`src/rtl/gamepad_button_events.sv`:
```
// gamepad_button_events
//   Turns the 12 raw button levels from the gamepad Pmod decoder into
//   frame-synchronous debounced levels and one-cycle event pulses. Game logic
//   steps on these events rather than on raw levels.
//
//   All state changes happen only on clock edges where frame_tick is high.
//   Each button has its own debounce candidate flag and its own IDLE/DELAY/REPEAT
//   auto-repeat FSM with a frame counter.
//
// Ports
//   clk            in   system/pixel clock
//   rst_n          in   asynchronous active-low reset
//   btn_raw        in   [N_BTN] decoder button levels, 1 = pressed
//   is_present     in   controller detected; 0 forces every button released
//   frame_tick     in   one-cycle pulse per frame (any strobe is acceptable)
//   held           out  [N_BTN] debounced button level
//   press          out  [N_BTN] one-cycle pulse on a committed press
//   release_pulse  out  [N_BTN] one-cycle pulse on a committed release
//                       ("release" itself is a reserved word)
//   evt            out  [N_BTN] one-cycle pulse on press and on every auto-repeat
module gamepad_button_events #(
  parameter int N_BTN         = 12,
  parameter int DELAY_FRAMES  = 20,
  parameter int REPEAT_FRAMES = 4,
  parameter int CNT_W         = 6
) (
  input  logic             clk,
  input  logic             rst_n,
  input  logic [N_BTN-1:0] btn_raw,
  input  logic             is_present,
  input  logic             frame_tick,
  output logic [N_BTN-1:0] held,
  output logic [N_BTN-1:0] press,
  output logic [N_BTN-1:0] release_pulse,
  output logic [N_BTN-1:0] evt
);

  typedef enum logic [1:0] {
    ST_IDLE   = 2'd0,
    ST_DELAY  = 2'd1,
    ST_REPEAT = 2'd2
  } state_t;

  // Compare values are one bit wider than the counter so that cnt+1 never
  // overflows before the compare.
  localparam logic [CNT_W:0] DLY_CMP = (CNT_W+1)'(DELAY_FRAMES);
  localparam logic [CNT_W:0] REP_CMP = (CNT_W+1)'(REPEAT_FRAMES);

  state_t           state_r [N_BTN];
  state_t           state_s [N_BTN];
  logic [CNT_W-1:0] cnt_r   [N_BTN];
  logic [CNT_W-1:0] cnt_s   [N_BTN];
  logic [CNT_W:0]   inc_s;

  logic [N_BTN-1:0] cand_r, cand_s;
  logic [N_BTN-1:0] held_r, held_s;
  logic [N_BTN-1:0] press_r, press_s;
  logic [N_BTN-1:0] release_r, release_s;
  logic [N_BTN-1:0] evt_r, evt_s;

  assign held          = held_r;
  assign press         = press_r;
  assign release_pulse = release_r;
  assign evt           = evt_r;

  // Next-state and pulse logic for every button's debounce and repeat FSM.
  always_comb begin
    inc_s     = '0;
    cand_s    = cand_r;
    held_s    = held_r;
    press_s   = '0;
    release_s = '0;
    evt_s     = '0;
    for (int i = 0; i < N_BTN; i++) begin
      state_s[i] = state_r[i];
      cnt_s[i]   = cnt_r[i];
    end

    for (int i = 0; i < N_BTN; i++) begin
      inc_s = {1'b0, cnt_r[i]} + {{CNT_W{1'b0}}, 1'b1};
      if (frame_tick) begin
        if (!is_present) begin
          // Unplug: drop everything, report release for whatever was held.
          release_s[i] = held_r[i];
          held_s[i]    = 1'b0;
          cand_s[i]    = 1'b0;
          state_s[i]   = ST_IDLE;
          cnt_s[i]     = '0;
        end else if ((btn_raw[i] != held_r[i]) && cand_r[i]) begin
          // Second consecutive disagreeing sample: commit the new level.
          // A release commit overrides any repeat expiry on the same tick.
          held_s[i] = btn_raw[i];
          cand_s[i] = 1'b0;
          cnt_s[i]  = '0;
          if (btn_raw[i]) begin
            press_s[i] = 1'b1;
            evt_s[i]   = 1'b1;
            state_s[i] = ST_DELAY;
          end else begin
            release_s[i] = 1'b1;
            state_s[i]   = ST_IDLE;
          end
        end else begin
          // A pending release candidate does not pause repeat counting.
          cand_s[i] = (btn_raw[i] != held_r[i]);
          case (state_r[i])
            ST_IDLE: begin
              cnt_s[i] = '0;
            end
            ST_DELAY: begin
              if (inc_s == DLY_CMP) begin
                evt_s[i]   = 1'b1;
                cnt_s[i]   = '0;
                state_s[i] = ST_REPEAT;
              end else begin
                cnt_s[i] = inc_s[CNT_W-1:0];
              end
            end
            ST_REPEAT: begin
              if (inc_s == REP_CMP) begin
                evt_s[i] = 1'b1;
                cnt_s[i] = '0;
              end else begin
                cnt_s[i] = inc_s[CNT_W-1:0];
              end
            end
            default: begin
              state_s[i] = ST_IDLE;
              cnt_s[i]   = '0;
            end
          endcase
        end
      end else begin
        // No frame tick: state holds, pulses stay low.
        cand_s[i] = cand_r[i];
      end
    end
  end

  // State, counter and registered-output update.
  always_ff @(posedge clk or negedge rst_n) begin
    if (!rst_n) begin
      cand_r    <= '0;
      held_r    <= '0;
      press_r   <= '0;
      release_r <= '0;
      evt_r     <= '0;
      for (int i = 0; i < N_BTN; i++) begin
        state_r[i] <= ST_IDLE;
        cnt_r[i]   <= '0;
      end
    end else begin
      cand_r    <= cand_s;
      held_r    <= held_s;
      press_r   <= press_s;
      release_r <= release_s;
      evt_r     <= evt_s;
      for (int i = 0; i < N_BTN; i++) begin
        state_r[i] <= state_s[i];
        cnt_r[i]   <= cnt_s[i];
      end
    end
  end

endmodule

```
`config.mk`:
```
export PLATFORM = sky130hd
export DESIGN_NAME = gamepad_button_events
export DESIGN_NICKNAME = d
export VERILOG_FILES = /design/src/rtl/gamepad_button_events.sv
export SDC_FILE = /design/constraint.sdc
export NUM_CORES = 1
export LEC_CHECK = 0
export BUFFER_PORTS_ARGS = -buffer_cell sky130_fd_sc_hd__buf_2
export CORE_UTILIZATION = 55
export CTS_BUF_LIST = sky130_fd_sc_hd__clkbuf_4 sky130_fd_sc_hd__clkbuf_8 sky130_fd_sc_hd__clkbuf_16
export CTS_CLUSTER_DIAMETER = 150
export DETAILED_ROUTE_END_ITERATION = 12
export PLACE_DENSITY = 0.74
export SETUP_SLACK_MARGIN = 0.15
export SLEW_MARGIN = 0
export SYNTH_ARGS = -nofsm -noshare
export SYNTH_HDL_FRONTEND = slang
export SYNTH_SLANG_ARGS = --single-unit
```
`constraint.sdc`:
```
create_clock -name clk -period 2.9 [get_ports clk]
set_clock_uncertainty 0.15 [all_clocks]
set_input_delay 0.725 -clock clk [delete_from_list [all_inputs] [get_ports clk]]
set_output_delay 0.725 -clock clk [all_outputs]
set_load 0.01 [all_outputs]
```
# Word-level counts from Yosys, hierarchy flattened
# Index checks and enable logic that the tools add are counted.
# word_totals
input_bits	16
output_inout_bits	48
register_bits	156
# op_classes
addsub	12
reduce_logical	60
eq_ne	96
muxes	336
# ops
op	count
6-bit 2-to-1 mux	48
1-bit 2-to-1 mux	216
6-bit case mux with 2 select lines	12
6-bit by 1-bit adder with 7-bit output, second input constant	12
7-bit by 3-bit == test with 1-bit output, second input constant	12
7-bit by 5-bit == test with 1-bit output, second input constant	12
2-bit 2-to-1 mux	36
4-bit inequality test, second input constant	12
2-bit case mux with 2 select lines	12
3-bit by 2-bit inequality test with 1-bit output, second input constant	12
3-bit AND reduction	12
2-bit by 1-bit == test with 1-bit output, second input constant	12
2-bit == test, second input constant	12
2-bit logical NOT	12
2-bit by 1-bit inequality test with 1-bit output, second input constant	12
1-bit case mux with 2 select lines	12
2-bit AND reduction	12
2-bit OR reduction	12
1-bit logical AND	12
1-bit inequality test	12

# Depth between registers and ports, before layout
# Gate-level depths: netlist (run 1).
# logic_depth
depth_word	7
mapped_depth	8

# Worst setup path before layout (run 1)
# Ideal clock, no wire load.
# synth_path
path_kind	in2reg
start	input port frame_tick
end	register cnt_r[70] in the netlist's numbering
n_path_buf	2
setup_slack_ps	785
stages	6
t_arrival_ps	1899
cell_sequence	buf_2 > nand2_2 > buf_6 > a211o_1 > o41ai_1 > mux2_1
# synth_rtl
element	line_no	source
from (decl)	31	input logic frame_tick,
to (signal, indexed assignment)	160	cnt_r[i] <= cnt_s[i];
to (decl)	51	logic [CNT_W-1:0] cnt_r [N_BTN];

# Worst setup path in the final report (run 1)
# layout_path
start	register cnt_r[60] in the netlist's numbering
end	register cnt_r[64] in the netlist's numbering
# layout_between
elab_chain_len	6
elab_cells_between_ends	8
classes_between	add/sub: 1; eq/ne: 2; mux: 5
# layout_lines
element	line_no	source
6-bit by 1-bit adder with 7-bit output *	80	inc_s = {1'b0, cnt_r[i]} + {{CNT_W{1'b0}}, 1'b1};
7-bit by 3-bit == test with 1-bit output / 7-bit by 5-bit == test with 1-bit output (equally long branches)	120, 111	
6-bit 2-to-1 mux, on equally long branches	120, 111	
6-bit case mux with 2 select lines *	106	case (state_r[i])
6-bit 2-to-1 mux *	89	end else if ((btn_raw[i] != held_r[i]) && cand_r[i]) begin
6-bit 2-to-1 mux *	82	if (!is_present) begin
# Mark *: on every way between the ends. The rest lies on a longest branch, timed or not.
# A chain may end at the register's enable or synchronous reset.

==> summary.md, run 1 <==
| Metric | Value |
|---|---|
| Total iterations of the first detailed-routing run | 4 |
| Static power due to leakage | 4.60 nW |
| Fraction of power spent switching nets | 0.255 |
| Arrival time of data at the critical path endpoint | 2.37 ns |
| Post-CTS clock slew at the launch and capture registers of the worst setup and hold paths | 0.06 ns |
| Ys flop type | sky130_fd_sc_hd__dfrtp_1 |
| Setup repair after global routing missed its margin | no |
| Via/cell ratio | roughly 6.0 |
| Number of buffers inserted during clock tree synthesis | 17 |
| Antenna violations before repair | 0 |
| Crit path required time | 3.04 ns |
| Kind of cell adding the most delay to the critical path | compound AO/OA/AOI/OAI gates |
| Num rows | 46 |
| Count of endpoints failing setup in the final report | 0 |
| Number of library cell types mapped by synthesis | 66 |
| Seq pwr share | 0.460 |
| Post-route fraction of the period consumed by the critical path | 0.771 |
| Buffering stage count on the worst path with inverters included | 0 |
| Final weighted congestion in routability-driven placement | 0.856 |
| Drt initial violations | 484 |
| HPWL after DPL | 13200 um |
| Deepest clock path buffer count | 2 |
| Wire length of the first global-routing pass | 32400 um |
| Count of flip-flops with a built-in enable after synthesis | 0 |
| Gate count after technology mapping | roughly 890 |
| HP Class | in -> async |
| Count of hold buffers inserted by post-cts repair | 0 |
| Fraction of final layout cells with drive strength greater than 1 | 0.165 |
| Depth of the CTS H-tree | 4 |
| Core outline area | 16000 um2 |
| Post-synth net total | 945 |
| Critical path start-end classification | reg -> reg |
| WL/cell | 16.5 um |
| Number of inserted filler cells in the final layout | roughly 1300 |
| Smallest hold slack | 0.0850 ns |
| Antenna cell count | 0 |
| Portion of total power attributed to combinational logic | 0.112 |
| Number of DRC violations after detailed routing | 0 |
| Global route total overflow | 0 |
| Aggregate global-route resource usage | 0.244 |
| Via count of the first global-routing pass | about 6700 |
| Slew at the pin with the worst max-slew slack | 0.702 ns |
| Largest net degree at the start of global routing | 87 |
| VDD IR-drop max | about 450 uV |
| Place WS | 0.430 ns |
| Floorplan die area | 17000 um2 |
| Sequential element share of the synthesized area | 0.431 |
| Fin. max-slew vios | 0 |
| Total number of yosys warnings | 0 |
| Starting utilization of the core area | 0.566 |
| Final critical-path required period | ~2.2 ns |
| Startpoint type of the worst setup path | flip-flop |
| Critical-path cell list | ha_1 > nor4b_1 > a21oi_1 > o211ai_1 > o221ai_1 |
| Post-CTS repair timing setup buffer count | 0 |
| Routed Wire Length | between 15000 and 20000 um |
| Kind of end point of the critical path | flip-flop |
| Sum of negative setup slack | 0 ns |
| Post-route setup slack | 0.665 ns |
| # clock sinks | 156 |
| Power density over the cells | 498 nW/um2 |
| Horizontal die dimension | between 100 and 150 um |
| R2r worst-path depth | 5 |
| Number of logic stages on the critical path including buffering | 5 |
| Async set or reset register ratio after synthesis | 1.00 |
| Syn Area/Cell | between 10 and 15 um2 |
| Post-Synthesis Cell Area | ~9000 um2 |
| Endpoints failing hold | 0 |
| Switching pwr | 0.00130 W |
| CTS tree | built |
| Cell-internal power | 0.00378 W |
| Quantity of gates resized following cts | 0 |
| Slowest cell on crit path | sky130_fd_sc_hd__nor4b_1 |
| Max-cap check violation count | 0 |
| Library cell used as clock root buffer | sky130_fd_sc_hd__clkbuf_16 |
| Number of nets in the finished design | 1005 |
| Skew-Pair Late Insertion Delay | roughly 0.43 ns |
| Max-slew headroom at the worst pin | 0.525 |
| Top-Level Pins | 64 |
| Status | complete, no violations |
| Synthesis-to-finish area growth | 12.4% |
| Timing-limited maximum frequency | 447 MHz |
| Biggest fanout along the worst timing path | 4 |
| Vias | ~7000 |
| Share of power burned in the clock network | 0.428 |
| Y dimension of the die | about 130 um |
| Count of state elements after synthesis | approximately 160 |
| Antenna viol nets, final | 0 |
| Buffers on Ports | between 60 and 70 |
| Longest individual stage delay on the worst path | ~0.6 ns |
[state kept, by name (all words and copies together), names as in the netlist]
signal and count:
release_pulse 12, state_r 24, held 12, cand_r 12, press 12, evt 12
cnt_r 72
[power by group through the flow]
stage / clock [W] / combinational [W] / sequential [W]
after floorplan: 0 / 0.000369 / 0.00236
final: 0.00217 / 0.000569 / 0.00234
after detailed placement: 0 / 0.000566 / 0.00237
after CTS: 0.00222 / 0.000569 / 0.00233
after global routing: 0.00231 / 0.000637 / 0.00235
after global placement: 0 / 0.000559 / 0.00237
[synthesized netlist by cell type (all sizes together) (2+ instances only)]
master | instances | area [um2]
dfrtp | 156 | 3900
inv | 66 | 248
nor3 | 53 | 367
a22o | 43 | 377
nand2 | 43 | 164
nand2b | 39 | 244
ha | 36 | 450
a21oi | 34 | 170
nor2 | 33 | 124
xnor2 | 27 | 236
o21ai | 25 | 129
clkbuf | 24 | 90.1
nand3 | 24 | 125
a21o | 19 | 143
mux2i | 19 | 190
o211ai | 19 | 148
o41ai | 19 | 189
xor2 | 18 | 158
a211o | 16 | 149
buf | 13 | 85.1
o32ai | 13 | 114
and3 | 12 | 76.3
nor2b | 11 | 68.8
or4b | 11 | 133
a31o | 10 | 87.6
nand4 | 9 | 56.3
o31ai | 9 | 67.6
a22oi | 8 | 60.1
nor4b | 8 | 70.1
a211oi | 7 | 57.6
a32o | 7 | 70.1
mux2 | 7 | 78.8
or3 | 7 | 43.8
o21a | 6 | 45.0
o22ai | 6 | 43.8
a21boi | 5 | 37.5
and2 | 5 | 31.3
a221oi | 4 | 41.3
o221ai | 4 | 35.0
o2bb2ai | 4 | 35.0
nand3b | 3 | 22.5
nor4 | 3 | 18.8
a2111oi | 2 | 36.3
nor3b | 2 | 15.0
[layer usage]
layer | GRT usage | up-vias | wire length [um]
li1 | - | 3435 | -
met1 | 0.333 | 3532 | 9540
met2 | 0.395 | 117 | 9180
met3 | 0.0418 | 17 | 572
met4 | 0.0798 | 0 | 252
met5 | 0 | - | 0
[cells by family after synthesis]
group | synth area share
adder cells (fa/ha/maj) | 0.0497
flip-flops | 0.431
AO/OA/AOI/OAI | 0.226
XOR/XNOR | 0.0435
multiplexers | 0.0297
buffers and inverters | 0.0471
AND/OR/NAND/NOR | 0.173
[final timing paths]
check | slack, ns | end | start
max in group asynchronous | 1.80 | press[3] | rst_n
min in group clk | 0.35 | cnt_r[0] | cnt_r[0]
setup reg to reg | 0.66 | cnt_r[64] | cnt_r[60]
setup / recovery | 0.66 | cnt_r[64] | cnt_r[60]
hold / removal | 0.08 | cnt_r[35] | rst_n
hold reg to reg | 0.35 | cnt_r[0] | cnt_r[0]
[placed cells by master, fill, tap and decap left out, drive strengths merged, types with 5 or more instances in the layout]
cell type	Yosys	final
nand3	24	24
a22oi	8	8
mux2i	19	19
a211o	16	16
nor2b	11	11
a22o	43	43
clkinv	1	7
o21ai	25	25
o21a	6	6
and2	5	5
nand2b	39	39
nand4	9	9
or3	7	7
ha	36	36
a21oi	34	34
nor4b	8	8
a211oi	7	7
and3	12	12
or4b	11	11
o31ai	9	9
buf	13	78
xnor2	27	27
mux2	7	7
inv	66	67
clkbuf	24	22
a32o	7	7
nor3	53	53
xor2	18	18
a31o	10	10
o32ai	13	13
a21o	19	19
o22ai	6	6
dfrtp	156	156
o211ai	19	19
o41ai	19	19
a21boi	5	5
nand2	43	43
nor2	33	33
[through the flow]
step                cells  instance area (um2)  power, W  utilization
floorplan             893                 9060   0.00273            -
global placement     1150                 9620   0.00293        0.601
detailed placement   1150                 9620   0.00294        0.601
CTS                  1181                10200   0.00512        0.637
global route         1181                10200   0.00529        0.637
finish               1181                10200   0.00508        0.637
[final cells by class]
class	count	area, um2	share of cell area
multi-input combinational	633	4730	0.464
sequential	156	3900	0.383
clock buffer	22	475	0.0467
timing repair buffer	78	459	0.0451
tap	216	270	0.0265
inverter	67	251	0.0247
clock inverter	9	95.1	0.00934
[worst register-to-register path, cell delays in order, from the launching register on]
cell and delay (ns):
sky130_fd_sc_hd__dfrtp_1 0.38, sky130_fd_sc_hd__ha_1 0.21, sky130_fd_sc_hd__nor4b_1 0.60, sky130_fd_sc_hd__a21oi_1 0.20
sky130_fd_sc_hd__o211ai_1 0.38, sky130_fd_sc_hd__o221ai_1 0.17
Power figures use the tool's default switching activity.
==> run 2, diff against run 1 <==
clock period = 2.1 ns   (was 2.9 ns; I/O delays follow)
==> run 2 against run 1 <==
  * Global-route usage rose by 0.90 points
  * Setup slack lost 0.54 ns
  * Worst hold slack improved by 0.15 ns
  * Register-to-register slack worse by 0.54 ns
  * Via count is 4.6% higher
==> summary.md, run 2 (synthesis gave the netlist of run 1 again) <==
| Metric | Value |
|---|---|
| Fin. max-slew vios | 0 (unchanged) |
| Final critical-path required period | 1.98 ns (-0.258 ns) |
| Depth of the CTS H-tree | 4 (unchanged) |
| Via/cell ratio | 5.96 (-0.90%) |
| Slowest cell on crit path | sky130_fd_sc_hd__or4b_4 |
| Most frequent cells in the layout | sky130_fd_sc_hd__dfrtp_1 (155), sky130_fd_sc_hd__buf_4 (71), sky130_fd_sc_hd__inv_1 (66) |
| Core outline area | 16000 um2 (unchanged) |
| Sum of negative setup slack | 0 ns (unchanged) |
| HPWL after DPL | 13200 um (-0.28%) |
| Y dimension of the die | 130 um (unchanged) |
| Count of endpoints failing setup in the final report | 0 (unchanged) |
| Post-layout utilization of the core | 0.696 (+0.0597) |
| Post-route fraction of the period consumed by the critical path | 0.942 (+0.171) |
| Static power due to leakage | 4.99 nW (+8.5%) |
| Biggest fanout along the worst timing path | 7 (+3) |
| Number of nets in the finished design | 1070 (+6.5%) |
| Longest individual stage delay on the worst path | 0.60 ns (about the same) |
| Wire length of the first global-routing pass | 34100 um (+5.3%) |
| Vias | 7430 (+4.6%) |
| Setup repair after global routing missed its margin | yes |
| Antenna viol nets, final | 0 (unchanged) |
| Top flop regs | cnt_r x72, state_r x24 |
| Critical-path cell list | or4b_4 > nor3_4 > buf_4 > o41ai_2 > mux2_4 |
| Deepest clock path buffer count | 2 (unchanged) |
| Flip-flop count of the largest register after layout | 72 (unchanged) |
| Startpoint type of the worst setup path | flip-flop |
| Worst hold path endpoint | press[3] |
| Routed Wire Length | 21000 um (+7.5%) |
| Setup slack of the most critical reg-to-reg path | 0.12 ns (-0.54 ns) |
| Aggregate global-route resource usage | 0.253 (+0.00896) |
| Total iterations of the first detailed-routing run | 5 (+1) |
| Via count of the first global-routing pass | 7104 (+5.8%) |
| Global route total overflow | 0 (unchanged) |
| VDD IR-drop max | 595 uV (+31%) |
| Status | complete, no violations |
| Critical R2R Launch | cnt_r[69] |
| Max-cap check violation count | 0 (unchanged) |
| Max-slew headroom at the worst pin | 0.667 (+0.142) |
| Critical path start-end classification | reg -> reg |
| R2r worst-path depth | 5 (unchanged) |
| CTS tree | built |
| Endpoints failing hold | 0 (unchanged) |
| Number of DRC violations after detailed routing | 0 (unchanged) |
| Fraction of final layout cells with drive strength greater than 1 | 0.254 (+0.0894) |
| Synthesis-to-finish area growth | 22.9% |
| Post-CTS clock slew at the launch and capture registers of the worst setup and hold paths | 0.06 ns (about the same) |
| Antenna violations before repair | 1 (+1) |
| Final weighted congestion in routability-driven placement | 0.871 (+1.8%) |
| Kind of end point of the critical path | flip-flop |
| Instance count along the most critical hold path | 3 |
| Power density over the cells | 667 nW/um2 (+34%) |
| Number of buffers inserted during clock tree synthesis | 17 (unchanged) |
| Slew at the pin with the worst max-slew slack | 0.499 ns (-0.203 ns) |
| Arrival time of data at the critical path endpoint | 2.13 ns (-0.24 ns) |
| Skew-Pair Late Insertion Delay | 0.42 ns (about the same) |
| Startpoint of the tightest hold check path | btn_raw[3] |
| WL/cell | 16.9 um (+1.8%) |
| HP Class | in -> reg |
| Num rows | 46 (unchanged) |
| Antenna cell count | 0 (unchanged) |
| Largest net degree at the start of global routing | 89 (+2.3%) |
| Buffers on Ports | 63 (unchanged) |
| Starting utilization of the core area | 0.566 (unchanged) |
| Commonest non-fill, non-tap cell in the layout | sky130_fd_sc_hd__dfrtp_1 |
| Library cell used as clock root buffer | sky130_fd_sc_hd__clkbuf_16 |
| Capturing point of the worst reg2reg path | cnt_r[70] |
| # clock sinks | 156 (unchanged) |
| Register name with the most flops | cnt_r |
| Timing-limited maximum frequency | 506 MHz (+13%) |
| Crit path required time | 2.26 ns (-0.78 ns) |
| Horizontal die dimension | 130 um (unchanged) |
| Floorplan die area | 17000 um2 (unchanged) |
| Top-Level Pins | 64 (unchanged) |
| Drt initial violations | 479 (-1.0%) |
-- run 2: cell count changes in the layout (fill, tap and decap cells not counted), moves of 6 or more --
cell	previous run	this run
sky130_fd_sc_hd__buf_4	13	71
sky130_fd_sc_hd__clkinv_2	7	1
sky130_fd_sc_hd__ha_1	36	25
sky130_fd_sc_hd__ha_4	0	6
sky130_fd_sc_hd__nor3_4	5	14
sky130_fd_sc_hd__o21ai_0	24	17
sky130_fd_sc_hd__o21ai_1	0	6
-- run 2: layout make-up --
| cell class | instances | area (um2) |
|---|---|---|
| tap | 216 | 270 |
| timing repair buffer | 143 | 1020 |
| fill | 1196 | 4860 |
| clock buffer | 27 | 538 |
| inverter | 67 | 251 |
| sequential | 156 | 3910 |
| multi-input combinational | 633 | 5060 |
| clock inverter | 5 | 103 |
-- run 2: per-stage QoR --
step	power, W	cell area [um2]	hold WS [ns]	setup slack [ns]	cells
2_1_floorplan	0.00377	9060	0.0794	0.185	893
3_3_place_gp	0.00411	9890	0.335	0.0516	1178
3_5_place_dp	0.00412	9890	0.344	0.00759	1178
4_1_cts	0.00745	10800	0.216	0.118	1228
5_1_grt	0.00773	11100	0.217	0.0512	1247
6_report	0.00743	11100	0.231	0.123	1247
-- run 2: worst max-delay path: cells and delay by family, from the launching register on --
| kind | cells | cell delay, ns |
|---|---|---|
| buf+inv | 1 | 0.15 |
| flops | 1 | 0.46 |
| compound gates | 1 | 0.05 |
| mux | 1 | 0.28 |
| simple gates | 2 | 0.77 |
-- run 2: worst max-delay path by stage --
stage / start / endpoint / slack (ns) / cells after the start
finish: cnt_r[69] / cnt_r[70] / 0.12 / 5
global route: cnt_r[66] / cnt_r[70] / 0.05 / 6
CTS: cnt_r[69] / cnt_r[70] / 0.12 / 4
detailed placement: frame_tick / state_r[23] / 0.008 / 7
global placement: is_present / cnt_r[70] / 0.05 / 6
floorplan: frame_tick / cnt_r[70] / 0.19 / 6
-- run 2: metal layers --
layer,up-vias,part of all wire,track usage
li1,3584,-,-
met1,3630,0.46,0.339
met2,195,0.49,0.419
met3,19,0.045,0.0537
met4,2,0.011,0.0609
met5,-,0.00038,0
-- run 2: timing repair --
action                                  4_1_cts  5_1_grt
hold buffers                                  1        0
gates resized for setup                      26       41
endpoints found under the hold margin        70        0
setup buffers                                17       19
pin swaps                                     9       27
endpoints found under the setup margin       34       64
-- run 2: where the power goes --
part	internal [W]	leakage [nW]	switching, W
clock	0.00211	0.317	0.00119
combinational	0.000359	2.52	0.000542
sequential	0.00311	2.15	0.000117
total	0.00558	4.99	0.00185
==> run 3, diff against run 2 <==
CAP_MARGIN = 10   (was unset)
RECOVER_POWER = 100   (was unset)
==> run 3 against run 2 <==
  * Utilization decreased by 1.3 points
  * Final cell count unchanged
  * Highest routed layer is now met4
  * Worst hold slack got worse by 0.0011 ns
  * Maximum frequency decreased by 0.36%
  * Register-to-register slack about the same
  * Sequential share of layout area increased by 0.65 points
  * Setup slack got worse by 0.0071 ns
  * Sequential cell count unchanged
  * Routed wire length increased by 0.37%
  * Die area unchanged
==> summary.md, run 3 (synthesis gave the netlist of run 1 again) <==
| Metric | Value |
|---|---|
| Routed metal-1 wirelength | 9650 um (+0.45%) |
| Y dimension of the die | 130 um (unchanged) |
| Setup slack of the most critical reg-to-reg path | 0.12 ns (about the same) |
| Floorplan die area | 17000 um2 (unchanged) |
| R2r worst-path depth | 5 (unchanged) |
| Top layer in use | met4 |
| Routed Wire Length | 21100 um (+0.37%) |
| Kind of end point of the critical path | flip-flop |
| Buffers on Ports | 63 (unchanged) |
| Setup repair after global routing missed its margin | yes |
| Worst hold path endpoint | press[3] |
| Critical R2R Launch | cnt_r[19] |
| Number of DRC violations after detailed routing | 0 (unchanged) |
| Fin. max-slew vios | 0 (unchanged) |
| Sum of negative setup slack | 0 ns (unchanged) |
| Arrival time of data at the critical path endpoint | 2.14 ns (about the same) |
| Top flop regs | cnt_r x72, state_r x24 |
| Depth of the CTS H-tree | 4 (unchanged) |
| Most frequent cells in the layout | sky130_fd_sc_hd__dfrtp_1 (155), sky130_fd_sc_hd__inv_1 (67), sky130_fd_sc_hd__clkbuf_1 (62) |
| Crit path required time | 2.26 ns (about the same) |
| Startpoint type of the worst setup path | flip-flop |
| Drt initial violations | 427 (-11%) |
| Num rows | 46 (unchanged) |
| Aggregate global-route resource usage | 0.253 (unchanged) |
| Deepest clock path buffer count | 2 (unchanged) |
| Register name with the most flops | cnt_r |
| # clock sinks | 156 (unchanged) |
| Critical-path cell list | ha_4 > or4b_4 > nor3_2 > o41ai_2 > mux2_2 |
| HP Class | in -> reg |
| Total iterations of the first detailed-routing run | 5 (unchanged) |
| Endpoints failing hold | 0 (unchanged) |
| Max-slew headroom at the worst pin | 0.385 (-0.282) |
| Kind of cell adding the most delay to the critical path | simple AND/OR/NAND/NOR gates |
| Status | complete, no violations |
| Top-Level Pins | 64 (unchanged) |
| Final cell count without fillers | 1247 (unchanged) |
| Biggest fanout along the worst timing path | 6 (-1) |
| Global route total overflow | 0 (unchanged) |
| Number of buffers inserted during clock tree synthesis | 17 (unchanged) |
| Vias | 7452 (+0.30%) |
| Placed Cells incl. Taps | 1178 (unchanged) |
| Routed length on met2 | 10300 um (+0.89%) |
| HPWL after DPL | 13200 um (unchanged) |
| Final critical-path required period | 1.98 ns (+0.00715 ns) |
| Core outline area | 16000 um2 (unchanged) |
| Antenna cell count | 0 (unchanged) |
| Routed wl met3 | 891 um (-6.3%) |
| Critical path start-end classification | reg -> reg |
| Post-route fraction of the period consumed by the critical path | 0.945 (+0.00340) |
| Library cell used as clock root buffer | sky130_fd_sc_hd__clkbuf_16 |
| Antenna violations before repair | 0 (-1) |
| Count of endpoints failing setup in the final report | 0 (unchanged) |
| Via/cell ratio | 5.98 (+0.30%) |
| Total power consumption of the routed design | 0.00739 W (-0.53%) |
| Fraction of final layout cells with drive strength greater than 1 | 0.183 (-0.0708) |
| Timing-limited maximum frequency | 504 MHz (-0.36%) |
| Max-cap check violation count | 0 (unchanged) |
| Antenna viol nets, final | 0 (unchanged) |
| Power density over the cells | 676 nW/um2 (+1.3%) |
| Via count of the first global-routing pass | 7104 (unchanged) |
| Static power due to leakage | 4.74 nW (-5.0%) |
| Largest net degree at the start of global routing | 89 (unchanged) |
| WL/cell | 16.9 um (+0.37%) |
| Wire length of the first global-routing pass | 34100 um (unchanged) |
| Instance count along the most critical hold path | 3 (unchanged) |
| Skew-Pair Late Insertion Delay | 0.42 ns (about the same) |
| Commonest non-fill, non-tap cell in the layout | sky130_fd_sc_hd__dfrtp_1 |
| Capturing point of the worst reg2reg path | cnt_r[22] |
| Post-CTS clock slew at the launch and capture registers of the worst setup and hold paths | 0.06 ns (about the same) |
| Flip-flop count of the largest register after layout | 72 (unchanged) |
| Synthesis-to-finish area growth | 20.7% |
| Buffering stage count on the worst path with inverters included | 0 (-1) |
| Final weighted congestion in routability-driven placement | 0.871 (unchanged) |
| Slew at the pin with the worst max-slew slack | 0.922 ns (+0.423 ns) |
| CTS tree | built |
| Startpoint of the tightest hold check path | btn_raw[3] |
| Slowest cell on crit path | sky130_fd_sc_hd__or4b_4 |
| Horizontal die dimension | 130 um (unchanged) |
| VDD IR-drop max | 597 uV (+0.20%) |
| Number of nets in the finished design | 1070 (unchanged) |
| Longest individual stage delay on the worst path | 0.47 ns (-0.13 ns) |
| Starting utilization of the core area | 0.566 (unchanged) |
## run 3: cell types whose count changed in the layout (fill, tap and decap cells not counted), moves of 3 or more
cell                       before  now
sky130_fd_sc_hd__buf_2         62   15
sky130_fd_sc_hd__buf_4         71   55
sky130_fd_sc_hd__clkbuf_1       0   62
sky130_fd_sc_hd__clkbuf_4       4    7
sky130_fd_sc_hd__ha_1          25   30
sky130_fd_sc_hd__ha_2           5    2
## run 3: worst max path at each step
stage | cells after the start | slack [ns] | to | startpoint
after global routing | 5 | 0.01 | cnt_r[22] | cnt_r[19]
after detailed placement | 7 | 0.008 | state_r[23] | frame_tick
after CTS | 4 | 0.12 | cnt_r[70] | cnt_r[69]
after floorplan | 6 | 0.19 | cnt_r[70] | frame_tick
final | 5 | 0.12 | cnt_r[22] | cnt_r[19]
after global placement | 6 | 0.05 | cnt_r[70] | is_present
## run 3: metrics by stage
step | hold WS, ns | setup slack, ns | area (um2) | util
after floorplan | 0.0794 | 0.185 | 9060 | -
after global placement | 0.335 | 0.0516 | 9890 | 0.618
after detailed placement | 0.344 | 0.00759 | 9890 | 0.618
after CTS | 0.216 | 0.118 | 10800 | 0.675
after global routing | 0.217 | 0.0114 | 10900 | 0.684
final | 0.230 | 0.116 | 10900 | 0.684
## run 3: what timing repair did
item / in CTS / in global routing
gates resized for setup: 26 / 41
gates cloned: 0 / 0
pin swaps: 9 / 27
setup endpoints to repair: 34 / 64
hold buffers: 1 / 0
buffers inserted: 17 / 19
endpoints found under the hold margin: 70 / 0
## run 3: worst reg2reg max path: stages (launching register included)
cell and delay [ns]:
sky130_fd_sc_hd__dfrtp_1 0.40, sky130_fd_sc_hd__ha_4 0.17, sky130_fd_sc_hd__or4b_4 0.47, sky130_fd_sc_hd__nor3_2 0.30, sky130_fd_sc_hd__o41ai_2 0.10, sky130_fd_sc_hd__mux2_2 0.28
## run 3: power breakdown
| group | switching [W] | leakage (nW) | internal, W | total [W] |
|---|---|---|---|---|
| registers | 0.000116 | 2.15 | 0.00311 | 0.00322 |
| logic | 0.000535 | 2.27 | 0.000327 | 0.000862 |
| clock network | 0.00119 | 0.317 | 0.00211 | 0.00331 |
| total | 0.00184 | 4.74 | 0.00555 | 0.00739 |
## run 3: cell type report
type                       instances  area (um2)
tap                              216         270
fill                            1251        5060
clock inverter                     5         103
clock buffer                      27         538
sequential                       156        3910
multi-input combinational        633        4990
timing repair buffer             143         885
inverter                          67         251
## run 3: metal layers
| layer | GRT usage | up-vias |
|---|---|---|
| met2 | 0.419 | 182 |
| met5 | 0 | - |
| met3 | 0.0537 | 18 |
| li1 | - | 3581 |
| met4 | 0.0609 | 0 |
| met1 | 0.339 | 3671 |
